===== config.mk =====
export PLATFORM = sky130hd
export DESIGN_NAME = dac_spi_tx
export DESIGN_NICKNAME = d
export VERILOG_FILES = /design/src/rtl/dac_spi_tx.sv
export SDC_FILE = /design/constraint.sdc
export NUM_CORES = 1
export LEC_CHECK = 0
export ABC_AREA = 0
export BUFFER_PORTS_ARGS = -buffer_cell sky130_fd_sc_hd__buf_2
export CAP_MARGIN = 20
export CORE_MARGIN = 2
export CORE_UTILIZATION = 39
export CTS_BUF_LIST = sky130_fd_sc_hd__clkbuf_16
export DETAILED_ROUTE_END_ITERATION = 10
export PLACE_DENSITY = 0.64
export SETUP_SLACK_MARGIN = 0.05
export SLEW_MARGIN = 20
export SYNTH_ARGS = -nofsm -noshare
export SYNTH_HDL_FRONTEND = slang
export SYNTH_SLANG_ARGS = --single-unit

===== constraint.sdc =====
create_clock -name clk -period 3.2 [get_ports clk]
set_input_delay 0.48 -clock clk [delete_from_list [all_inputs] [get_ports clk]]
set_output_delay 0.48 -clock clk [all_outputs]
set_load 0.02 [all_outputs]

===== src/rtl/dac_spi_tx.sv =====
// dac_spi_tx: samples a 10-bit waveform word at a fixed rate and sends it to
// a serial DAC as a 16-bit SPI mode-0 frame, then strobes LDAC.
// SCLK, MOSI, CS_N, LDAC_N and BUSY are decoded from registered state, so
// they change only just after clock edges and drop to idle as soon as reset
// is asserted.
module dac_spi_tx #(
   parameter int         CLK_DIV    = 2,
   parameter int         SAMPLE_DIV = 100,
   parameter logic [3:0] CFG        = 4'b0111
) (
   input  logic       clk,
   input  logic       rst,
   input  logic [9:0] waveform_data,
   input  logic       enable,
   output logic       dac_sclk,
   output logic       dac_mosi,
   output logic       dac_cs_n,
   output logic       dac_ldac_n,
   output logic       busy,
   output logic       frame_done,
   output logic       overrun,
   output logic [2:0] dbg_state
);

   typedef enum logic [2:0] {
      S_IDLE  = 3'd0,
      S_SETUP = 3'd1,
      S_SHIFT = 3'd2,
      S_CSHI  = 3'd3,
      S_LDAC  = 3'd4
   } state_t;

   localparam int SW = $clog2(SAMPLE_DIV + 1);
   localparam int DW = $clog2(CLK_DIV + 1);

   state_t         r_state;
   state_t         w_next_state;
   logic [SW-1:0]  r_sample_cnt;
   logic [DW-1:0]  r_div;
   logic [4:0]     r_half;
   logic [15:0]    r_shift;
   logic           r_frame_done;
   logic           r_overrun;
   logic           w_tick;
   logic           w_div_last;
   logic           w_in_frame;

   assign w_tick     = enable && (r_sample_cnt == SW'(SAMPLE_DIV - 1));
   assign w_div_last = (r_div == DW'(CLK_DIV - 1));
   assign w_in_frame = (r_state == S_SETUP) || (r_state == S_SHIFT);

   // Sample-rate counter: runs only while enabled, wraps at SAMPLE_DIV-1.
   always_ff @(posedge clk or negedge rst) begin
      if (!rst) begin
         r_sample_cnt <= '0;
      end else if (!enable || (r_sample_cnt == SW'(SAMPLE_DIV - 1))) begin
         r_sample_cnt <= '0;
      end else begin
         r_sample_cnt <= r_sample_cnt + SW'(1);
      end
   end

   // State register.
   always_ff @(posedge clk or negedge rst) begin
      if (!rst) begin
         r_state <= S_IDLE;
      end else begin
         r_state <= w_next_state;
      end
   end

   // Next-state logic: every non-idle state advances on the last cycle of a
   // CLK_DIV half-period; SHIFT stays for 32 half-periods.
   always_comb begin
      w_next_state = r_state;
      case (r_state)
         S_IDLE:  if (w_tick) w_next_state = S_SETUP;
         S_SETUP: if (w_div_last) w_next_state = S_SHIFT;
         S_SHIFT: if (w_div_last && (r_half == 5'd31)) w_next_state = S_CSHI;
         S_CSHI:  if (w_div_last) w_next_state = S_LDAC;
         S_LDAC:  if (w_div_last) w_next_state = S_IDLE;
         default: w_next_state = S_IDLE;
      endcase
   end

   // Half-period pacing counters and the frame shift register. The shift
   // happens entering each falling half-period for the first 15 bits, so the
   // last bit stays on MOSI through the 16th falling edge.
   always_ff @(posedge clk or negedge rst) begin
      if (!rst) begin
         r_div   <= '0;
         r_half  <= '0;
         r_shift <= '0;
      end else begin
         if ((r_state == S_IDLE) || w_div_last) begin
            r_div <= '0;
         end else begin
            r_div <= r_div + DW'(1);
         end

         if (r_state != S_SHIFT) begin
            r_half <= '0;
         end else if (w_div_last) begin
            r_half <= r_half + 5'd1;
         end

         if ((r_state == S_IDLE) && w_tick) begin
            r_shift <= {CFG, waveform_data, 2'b00};
         end else if ((r_state == S_SHIFT) && w_div_last && !r_half[0] &&
                      (r_half[4:1] != 4'd15)) begin
            r_shift <= {r_shift[14:0], 1'b0};
         end
      end
   end

   // One-cycle status pulses: frame completion and dropped ticks.
   always_ff @(posedge clk or negedge rst) begin
      if (!rst) begin
         r_frame_done <= 1'b0;
         r_overrun    <= 1'b0;
      end else begin
         r_frame_done <= (r_state == S_LDAC) && w_div_last;
         r_overrun    <= w_tick && (r_state != S_IDLE);
      end
   end

   assign dac_sclk   = (r_state == S_SHIFT) && !r_half[0];
   assign dac_mosi   = w_in_frame && r_shift[15];
   assign dac_cs_n   = !w_in_frame;
   assign dac_ldac_n = (r_state != S_LDAC);
   assign busy       = (r_state != S_IDLE);
   assign frame_done = r_frame_done;
   assign overrun    = r_overrun;
   assign dbg_state  = r_state;

endmodule


==> out/results.ini <==
[yosys]
synth_nets = 177
syn_area_um2 = 1647
yosysTopAreaCellShare = 0.5015
yosys-top-cells-area = dfrtp_1 (50%), nand4_1 (9.1%), inv_1 (3.4%), ha_1 (3.0%), nor2_1 (3.0%)
async_flop_share = 1.000
yosysWarnings = 0
synth.distinct_cells = 33
synth_edf_count = 0
ys_seq_elements = 33
yosysTopAreaCell = dfrtp_1
ys_seq_area_frac = 0.5015
synth_area_per_cell_um2 = 10.29
synthesis.instances = 160
synth_flop_cell = dfrtp_1

[timing]
slew_headroom = 0.4139
final.period_utilization = 0.6827
rsz0062_at_grt = false
setup_viol = 0
fin_skew_ps = 5.653
clock.fmax_ghz = 0.4578
period_needed_ps = 2185
tightest_slew_ps = 879.1
slew_violations = 0
finalHoldViolCount = 0
holdWs_ps = 254.1
setup_tns_ps = 0

[power_and_ir_drop]
power_density_nw_per_um2 = 469.8
clkPwrFrac = 0.494
pwr-share-seq = 0.475
p_leak_nw = 0.8824
power.switching_uw = 184.9
p_int_uw = 713.4
ir_drop_mv = 0.2255
p_comb_frac = 0.031
switching_share = 0.2058

[cts]
numCtsBuffers = 5
clkLatencyLatePin_ps = 270
cts_setup_buffers = 0
h-tree-depth = 2
cts_sinks = 33
cts_root_buf = clkbuf_16
cts_tree = built
hold_buffers = 0
path_clk_slew_ps = 50
cts_max_path_buffers = 2
post_cts_resize_count = 0

[min_path]
hold_path.class = in2async

[finish]
final_common_cell = dfrtp_1
design_area_um2 = 1912
multi_input_area_um2 = 696.9
post-route-util = 0.4745
fillCellCount = 387
antenna_cells = 0
drive_above_1_share = 0.1989
seqCellArea_um2 = 825.8
layout.nets = 197
area_growth_pct = 16.11
final_cell_mix = dfrtp_1 (33), nand4_1 (24), buf_2 (22), inv_1 (15), nor2_1 (13)

[setup_path]
cp.required_ps = 2720
worst_ep_arrival_time_ps = 1700
start_kind = flop
crit_path_top_delay_cell = nor4b_4
path_class = reg2out
crit_fanout = 9
crit_path_max_incr_delay_ps = 520
endpoint_kind = output pin
crit_chain = nor4b_4 -> buf_4 -> buf_2

[floorplanning]
fp.dieH_um = 68.98
row_count = 23
initial_utilization = 0.4087
core_region_area_um2 = 4029
die-area_um2 = 4758
dieWidth_um = 68.98
ioPinCount = 23

[placement]
port_buffers = 22
place_area_um2 = 1774
dp_hpwl_mm = 2.383
gp_congestion = 0.7554

[grt]
grt_overflow = 0
grt_pass1_vias = 1217
grt_pass1_wl_mm = 5.658
track_usage = 0.1623
grt_max_degree = 34
antenna_found_initial = 0

[routing]
vias_per_cell = 5.580
dr.pass1.iters = 4
drt_iter0_markers = 141
post-route-drc-count = 0
wirelength_mm = 3.344
postRouteAntennaNets = 0
wl_per_cell_um = 14.48
vias = 1289

[job]
cap_violations = 0

[outcome]
status = completed

[power groups by stage]
| stage | sequential [mW] | clock, mW | combinational, mW |
|---|---|---|---|
| final | 0.426 | 0.444 | 0.0279 |
| after detailed placement | 0.433 | 0 | 0.0288 |
| after global placement | 0.433 | 0 | 0.0280 |
| after floorplan | 0.433 | 0 | 0.0106 |
| after CTS | 0.426 | 0.452 | 0.0289 |
| after global routing | 0.427 | 0.471 | 0.0325 |
[cell usage after synthesis, types with 2 or more instances]
library cell	count
a21oi_1	3
a31oi_1	2
and3_1	6
buf_2	2
buf_6	2
clkbuf_1	6
dfrtp_1	33
ha_1	4
inv_1	15
mux2i_1	2
nand2_1	5
nand3_1	3
nand4_1	24
nor2_1	13
nor3_1	2
nor4b_4	2
o21ai_0	4
o311ai_0	3
o311ai_1	5
o31a_1	2
o31ai_1	2
or3_1	3
xnor2_1	3
xor2_1	5
[flip-flops by register name (all words and copies together) (netlist names)]
register,flops
dbg_state,3
frame_done,1
overrun,1
r_div,2
r_half,5
r_sample_cnt,7
r_shift,14
[worst max-delay path, delay by kind of cell (launching register included)]
family                 cells  cell delay (ps)
flip-flops                 1              490
AND/OR/NAND/NOR            1              520
buffers and inverters      2              420
[layer usage]
metal,part of all wire,up-vias,GRT usage
met4,0.0057,0,0.05882
met3,0.043,2,0.04383
met2,0.48,33,0.2560
li1,-,627,-
met1,0.47,627,0.2138
met5,0,-,0
[kinds of logic (layout without fill, tap and decap cells)]
kind of cell | Yosys count | count (layout) | share of synthesized area
buffers and inverters | 27 | 48 | 0.07522
flip-flops | 33 | 33 | 0.5015
XOR/XNOR | 8 | 8 | 0.04255
AO/OA/AOI/OAI | 24 | 24 | 0.1079
AND/OR/NAND/NOR | 62 | 62 | 0.2303
adder cells (fa/ha/maj) | 4 | 4 | 0.03040
multiplexers | 2 | 2 | 0.01216
[metrics by stage]
stage                     cells  setup WS [ps]  power (mW)
after floorplan             160           1464      0.4432
after global placement      223           1317      0.4610
after detailed placement    223           1215      0.4622
after CTS                   231           1037      0.9070
after global routing        231          933.8      0.9303
final                       231           1015      0.8983
[path summary, 6_finish.rpt]
check	start	end	slack (ps)	depth (start not counted)
min in group clk	r_div[0]$_DFF_PN0_	r_div[0]$_DFF_PN0_	440	1
worst max register to register	r_sample_cnt[0]$_DFF_PN0_	r_shift[4]$_DFFE_PN0P_	1240	4
worst max-delay path	dbg_state[0]$_DFFE_PN0P_	dac_sclk	1020	3
worst min-delay path	rst	frame_done$_DFF_PN0_	250	1
worst min register to register	r_div[0]$_DFF_PN0_	r_div[0]$_DFF_PN0_	440	1
max in group asynchronous	rst	r_shift[6]$_DFFE_PN0P_	2470	1
[area by class of cell]
class	instances	area share
clock inverters	3	0.006545
repair buffers	25	0.06937
multi-input cells	100	0.3645
clock buffers	5	0.06545
flip-flops and latches	33	0.4319
inverters	15	0.02945
well taps	50	0.03272
Note: power is estimated with default switching activity, not from simulation.
